**config.mk**
```make
export PLATFORM = sky130hd
export DESIGN_NAME = ram_dump_unit
export DESIGN_NICKNAME = d
export VERILOG_FILES = /design/src/rtl/riscv32s_pkg.sv /design/src/rtl/ram_dump_unit.sv
export SDC_FILE = /design/constraint.sdc
export NUM_CORES = 1
export LEC_CHECK = 0
export ABC_AREA = 1
export CORE_UTILIZATION = 45
export CTS_CLUSTER_SIZE = 14
export DETAILED_ROUTE_END_ITERATION = 6
export DONT_BUFFER_PORTS = 1
export GPL_ROUTABILITY_DRIVEN = 0
export GPL_TIMING_DRIVEN = 0
export PLACE_DENSITY = 0.58
export RECOVER_POWER = 50
export SETUP_SLACK_MARGIN = 0.02
export SLEW_MARGIN = 15
export SYNTH_ARGS = -nofsm -noshare
export SYNTH_HDL_FRONTEND = slang
export SYNTH_SLANG_ARGS = --single-unit
```
**constraint.sdc**
```tcl
create_clock -name clock -period 8.88 [get_ports clock]
set_input_delay 2.664 -clock clock [delete_from_list [all_inputs] [get_ports clock]]
set_output_delay 2.664 -clock clock [all_outputs]
set_load 0.02 [all_outputs]
```
**src/rtl/riscv32s_pkg.sv**
```systemverilog
`default_nettype none
// +--------------------------------------------------------------------------+
// | riscv32s_pkg : RAM geometry and dump-unit state encoding shared with RAM  |
// | Revision     : 1.0                                                        |
// +--------------------------------------------------------------------------+
package riscv32s_pkg;

  localparam int c_ram_depth      = 1024;
  localparam int c_data_width     = 32;
  localparam int c_checksum_width = 32;

  typedef enum logic [2:0] {
    IDLE = 3'd0,
    REQ  = 3'd1,
    WAIT = 3'd2,
    SEND = 3'd3,
    DONE = 3'd4
  } dump_state_t;

  // Address width for a given depth; a single-word RAM still needs one bit.
  function automatic int addr_width(input int depth);
    return (depth > 1) ? $clog2(depth) : 1;
  endfunction

endpackage
`default_nettype wire

```
**src/rtl/ram_dump_unit.sv**
```systemverilog
`default_nettype none
// +--------------------------------------------------------------------------+
// | ram_dump_unit : walks the data RAM and streams every word with its index  |
// |                 over valid/ready, accumulating a 32-bit checksum          |
// | Revision      : 1.0                                                       |
// +--------------------------------------------------------------------------+
module ram_dump_unit
  import riscv32s_pkg::*;
#(
  parameter int RAMDEPTH  = c_ram_depth,
  parameter int ADDRWIDTH = addr_width(RAMDEPTH),
  parameter int DATAWIDTH = c_data_width
) (
  input  logic                        clock,
  input  logic                        reset,
  input  logic                        start,
  output logic                        busy,
  output logic                        done,
  output logic                        ram_ren,
  output logic [ADDRWIDTH-1:0]        ram_addr,
  input  logic [DATAWIDTH-1:0]        ram_rdata,
  output logic                        out_valid,
  input  logic                        out_ready,
  output logic [DATAWIDTH-1:0]        out_data,
  output logic [ADDRWIDTH-1:0]        out_index,
  output logic                        out_last,
  output logic [c_checksum_width-1:0] checksum
);

  localparam logic [ADDRWIDTH-1:0] c_last_addr = ADDRWIDTH'(RAMDEPTH - 1);

  dump_state_t                 r_state;
  logic [ADDRWIDTH-1:0]        r_count;
  logic                        r_busy;
  logic                        r_done;
  logic                        r_ram_ren;
  logic [ADDRWIDTH-1:0]        r_ram_addr;
  logic                        r_out_valid;
  logic [DATAWIDTH-1:0]        r_out_data;
  logic [ADDRWIDTH-1:0]        r_out_index;
  logic                        r_out_last;
  logic [c_checksum_width-1:0] r_checksum;

  logic [ADDRWIDTH-1:0]        w_count_next;
  logic [c_checksum_width-1:0] w_data_ext;
  logic                        w_is_last;

  assign w_count_next = r_count + ADDRWIDTH'(1);
  assign w_is_last    = (r_count == c_last_addr);

  // Fit the RAM word to the checksum width before accumulating.
  generate
    if (DATAWIDTH >= c_checksum_width) begin : g_trunc
      assign w_data_ext = r_out_data[c_checksum_width-1:0];
    end else begin : g_zext
      assign w_data_ext = {{(c_checksum_width - DATAWIDTH){1'b0}}, r_out_data};
    end
  endgenerate

  always_ff @(posedge clock or posedge reset) begin
    if (reset) begin
      r_state     <= IDLE;
      r_count     <= '0;
      r_busy      <= 1'b0;
      r_done      <= 1'b0;
      r_ram_ren   <= 1'b0;
      r_ram_addr  <= '0;
      r_out_valid <= 1'b0;
      r_out_data  <= '0;
      r_out_index <= '0;
      r_out_last  <= 1'b0;
      r_checksum  <= '0;
    end else begin
      r_done <= 1'b0;
      case (r_state)
        IDLE: begin
          if (start) begin
            r_state    <= REQ;
            r_count    <= '0;
            r_ram_addr <= '0;
            r_ram_ren  <= 1'b1;
            r_busy     <= 1'b1;
            r_checksum <= '0;
          end
        end
        REQ: begin
          r_ram_ren <= 1'b0;
          r_state   <= WAIT;
        end
        WAIT: begin
          r_out_data  <= ram_rdata;
          r_out_index <= r_count;
          r_out_last  <= w_is_last;
          r_out_valid <= 1'b1;
          r_state     <= SEND;
        end
        SEND: begin
          if (out_ready) begin
            r_checksum  <= r_checksum + w_data_ext;
            r_out_valid <= 1'b0;
            r_out_last  <= 1'b0;
            if (w_is_last) begin
              r_state <= DONE;
              r_done  <= 1'b1;
              r_busy  <= 1'b0;
            end else begin
              r_count    <= w_count_next;
              r_ram_addr <= w_count_next;
              r_ram_ren  <= 1'b1;
              r_state    <= REQ;
            end
          end
        end
        DONE: begin
          r_state <= IDLE;
        end
        default: begin
          r_state <= IDLE;
        end
      endcase
    end
  end

  assign busy      = r_busy;
  assign done      = r_done;
  assign ram_ren   = r_ram_ren;
  assign ram_addr  = r_ram_addr;
  assign out_valid = r_out_valid;
  assign out_data  = r_out_data;
  assign out_index = r_out_index;
  assign out_last  = r_out_last;
  assign checksum  = r_checksum;

endmodule
`default_nettype wire
```
### After elaboration in Yosys (flattened, before gate mapping)

Index checks and enable logic that the tools add are counted.

* bitwise gates (word level): 0
* order comparisons: 0
* equality and inequality tests: 8
* div/mod/pow operators: 0
* mux-type cells: 24
* add/sub/neg operators: 2
* reduce and logical (&&, ||, !) cells: 10
* shift operators: 0
* multiply operators: 0

Operators with widths (count)
* 2-to-1 mux 32 bit: 2
* one-hot mux 32 bit (2 select lines): 1
* adder 32 bit: 1
* 2-to-1 mux 10 bit: 3
* one-hot mux 10 bit (2 select lines): 1
* one-hot mux 3 bit (4 select lines): 1
* AND reduction 4 bit: 3
* adder 10 x 1 -> 10 bit (second input constant): 1
* equality test 10 bit (second input constant): 1
* 2-to-1 mux 1 bit: 9
* 2-to-1 mux 3 bit: 3
* inequality test 2 bit (second input constant): 4
* equality test 3 x 2 -> 1 bit (second input constant): 2
* one-hot mux 1 bit (2 select lines): 3
* AND reduction 2 bit: 2
* nonzero test 2 bit: 2
* equality test 3 x 1 -> 1 bit (second input constant): 1
* zero test 3 bit: 1
* one-hot mux 1 bit (3 select lines): 1
* AND reduction 3 bit: 1
* nonzero test 3 bit: 1

* latch bits: 0
* memories kept: 0
* bits of input ports: 36
* output and inout bits: 89
* register bits: 92
* bits in writable memories: 0
* memory bits (read-only): 0

### Longest topological paths before layout

* depth in word-level cells: 4
* mapped depth: 14
* mapped depth without buffers: 14

### Worst setup path before layout

No wires, ideal clock.

* path type: input -> register
* start point: in out_ready
* end point: reg r_ram_ren (netlist: ram_ren)
* required time: 8.756 ns
* arrival time: 3.403 ns
* setup slack: 5.353 ns
* stages: 8
* library setup time: 0.124 ns
* path through: inv_1 > nand2_2 > nand2_1 > inv_2 > nand2_1 > o21ai_2 > buf_6 > o21bai_1

* cells in the longest elaborated chain, start to end: 2

RTL lines
* from (decl): line ram_dump_unit.sv:23 `input logic out_ready,`
* inequality test 2 bit (no source line)
* AND reduction 4 bit (no source line)
* to (signal assigned): line ram_dump_unit.sv:66 `r_ram_ren <= 1'b0;`
* to (signal assigned): line ram_dump_unit.sv:81 `r_ram_ren <= 1'b1;`
* to (signal assigned): line ram_dump_unit.sv:87 `r_ram_ren <= 1'b0;`
* to (decl): line ram_dump_unit.sv:36 `logic r_ram_ren;`

Every way passes these cells.
A chain may end at the register's enable or synchronous reset.

### Worst setup path after layout

* start point: reg r_ram_addr[2] (netlist: ram_addr[2])
* end point: out ram_addr[2]

RTL lines
* from (decl): line ram_dump_unit.sv:37 `logic [ADDRWIDTH-1:0] r_ram_addr;`
* from (signal assigned): line ram_dump_unit.sv:108 `r_ram_addr <= w_count_next;`
* to (decl): line ram_dump_unit.sv:20 `output logic [ADDRWIDTH-1:0] ram_addr,`

No word-level cell between the ends.

==> impl_results.md <==
- Power Dens Cells: 372 nW/um^2
- Pin count of the biggest net entering global routing: 57
- Top-Level Pins: 125
- Net Count, Synth: 974
- Worst setup path end: ram_addr[2]
- Mapped Cells: 905
- Worst-path fanout max: 6
- Worst-Skew Late Latency: 0.36 ns
- Post-CTS setup buffer count: 0
- DRT antenna net count: 0
- Setup crit end kind: primary output
- Drt drc: 0
- Worst-path clk slew: 0.07 ns
- TritonCTS Buffers: 9
- Failing checks: max-capacitance violations, max-slew violations
- Async set-reset flop share out of synthesis: 100%
- Netlist Area Pre-Place: 5990 sq um
- Post-CTS sizing: 0
- Antenna violations before repair: 0
- FF-to-FF Start: out_data[0]
- Critical path arrival: 0.90 ns
- Critical path class: flip-flop to primary output
- Reg2reg end: checksum[28]
- Fin. max-slew vios: 37
- CTS tree: yes
- RSZ-0062 raised after global routing: no
- First-iteration detailed-routing DRC count: 270
- Area of the die: 13800 sq um
- Vias per std cell: 5.00
- F_max: 280 MHz
- Crit path launch: ram_addr[2]
- Vias in the first global route: 5403
- CP required: 6.22 ns
- # Max-Cap Violations: 1
- Port bufs: 0
- Startpoint types: flip-flop
- Clock Path Buffers: 2
- Slew margin rel.: -17.1%
- Post-DP HPWL: 12400 um
- Final Setup Violations: 0
- Synthesized flop and latch total: 92
- Routed len/inst: 14.5 um
- Fin. Hold Viols: 0
- Netlist cell types: 33
- Core ar.: 12800 sq um
- Diode count: 0
- Layout area overhead: 8.92%
- Leakage: 3.79 nW
- Clock sinks: 92
- GR Overflow Total: 0
- Setup TNS: 0 ns
- First-pass GRT wire length: 26700 um
- Avg Inst Size Synth: 6.62 sq um
- Fin nets: 986
- Ys flop type: dfrtp_1
- Die W: 117 um
- Vias post-DR: 5475
- Layout cell share with drive strength beyond 1: 3.69%
- HP Class: flip-flop to flip-flop
- Starting Density: 46.9%
- All-Layer GR Usage: 24.4%
- Fin Clk Skew: 0.0119 ns
- Synth warn: 0
- Status: finished with violations
- R2r worst-path depth: 13
- Finished Core Util: 51.1%
- R2R setup slack: 6.43 ns
- Fin crit share: 40.2%
- Critical Path Stages: 0
- Num rows: 41
- Routed WL: 15900 um
- Die height: 117 um
- EDFF count, synth: 0
- H-Tree Depth: 3
- CTS root buf: clkbuf_16
- Peak VDD IR: 0.141 mV
- Hold_buf cts: 0
- Worst Tran Pin Value: 1.75 ns
- First drt pass iteration count: 5
- Min Tclk post-route: 3.57 ns
- Register area share after synthesis: 38.4%
[layout make-up]
cell class,count,area (sq um)
plain buffers,17,85.1
clock buffers,10,229
clock inverters,6,68.8
fillers,1306,6250
inverters,140,527
multi-input cells,656,3070
flip-flops and latches,92,2300
well taps,172,215
repair buffers,1,27.5
[cells in the mapped netlist (2+ instances only)]
| master | count | area share (%) |
|---|---|---|
| a21oi_1 | 30 | 2.5 |
| buf_2 | 5 | 0.42 |
| buf_6 | 2 | 0.38 |
| clkbuf_1 | 10 | 0.63 |
| dfrtp_1 | 92 | 38 |
| ha_1 | 32 | 6.7 |
| inv_1 | 134 | 8.4 |
| inv_2 | 6 | 0.38 |
| nand2_1 | 408 | 26 |
| nand2_2 | 2 | 0.21 |
| nand3_1 | 51 | 4.3 |
| nand3b_1 | 2 | 0.25 |
| nand4_1 | 3 | 0.31 |
| nor2_1 | 52 | 3.3 |
| nor3_1 | 7 | 0.58 |
| o21ai_0 | 24 | 2.0 |
| o21ai_1 | 17 | 1.4 |
| o21bai_1 | 4 | 0.50 |
| xnor2_1 | 3 | 0.44 |
| xor2_1 | 8 | 1.2 |
[worst min path at each step]
stage / from / to / slack (ns) / depth (start not counted)
after global routing: r_state[2] / r_state[0] / 0.59 / 3
final: r_state[2] / r_state[0] / 0.57 / 3
after detailed placement: r_state[2] / r_state[0] / 0.59 / 3
after CTS: r_state[2] / r_state[0] / 0.59 / 3
after floorplan: r_state[2] / r_state[0] / 0.56 / 3
after global placement: r_state[2] / r_state[0] / 0.58 / 3
[registers in the layout, summed over array words and instances, names as in the netlist, 3 cells and up]
name	cells
out_data	32
out_index	10
checksum	32
r_state	3
ram_addr	10
[routing by layer]
layer	up-vias	global-route usage [%]	share of wire (%)
met5	-	0	0
met4	0	8.93	2.2
met3	27	5.84	5.7
met2	153	38.9	46
met1	2495	32.0	47
li1	2800	-	-
[layout by cell type (no fill, tap or decap), types with 2 or more instances in the layout]
cell,netlist,layout
nand3_1,51,51
o21bai_1,4,4
o21ai_0,24,24
nand2_1,408,409
nor3_1,7,8
ha_1,32,32
nand3b_1,2,2
a21oi_1,30,30
inv_6,0,3
clkbuf_1,10,11
o21ai_1,17,17
inv_2,6,4
xor2_1,8,8
buf_2,5,5
nand4_1,3,3
nor2_1,52,52
xnor2_1,3,3
buf_6,2,2
inv_1,134,135
dfrtp_1,92,92
clkbuf_16,0,9
[logic make-up (layout without fill, tap and decap cells)]
| kind of cell | after synthesis | count (layout) | share of synthesized area [%] |
|---|---|---|---|
| DFF | 92 | 92 | 38.4 |
| adders and majority gates | 33 | 33 | 7.02 |
| and+or+nand+nor | 532 | 532 | 35.6 |
| xor gates and xnor gates | 11 | 11 | 1.61 |
| buffers and inverters | 157 | 174 | 10.2 |
| AOI/OAI and AO/OA | 80 | 80 | 7.14 |
[power by group]
part | leakage [nW] | internal, W | switching [W] | total (W)
combinational | 2.45 | 0.000379 | 0.000792 | 0.00117
clock | 0.144 | 0.000221 | 0.000177 | 0.000398
sequential | 1.19 | 0.000556 | 0.000304 | 0.000861
total | 3.79 | 0.00116 | 0.00127 | 0.00243
[stage by stage]
stage / total power [W] / hold WS, ns / setup WS, ns / area [sq um] / std cells
after floorplan: 0.00172 / 0.558 / 3.82 / 5990 / 905
after CTS: 0.00245 / 0.592 / 5.29 / 6530 / 1094
final: 0.00243 / 0.573 / 5.31 / 6520 / 1094
after global placement: 0.00202 / 0.577 / 2.81 / 6200 / 1077
after detailed placement: 0.00204 / 0.590 / 4.99 / 6230 / 1078
after global routing: 0.00266 / 0.591 / 5.06 / 6520 / 1094
No activity file was read; power rests on OpenSTA's default activity.
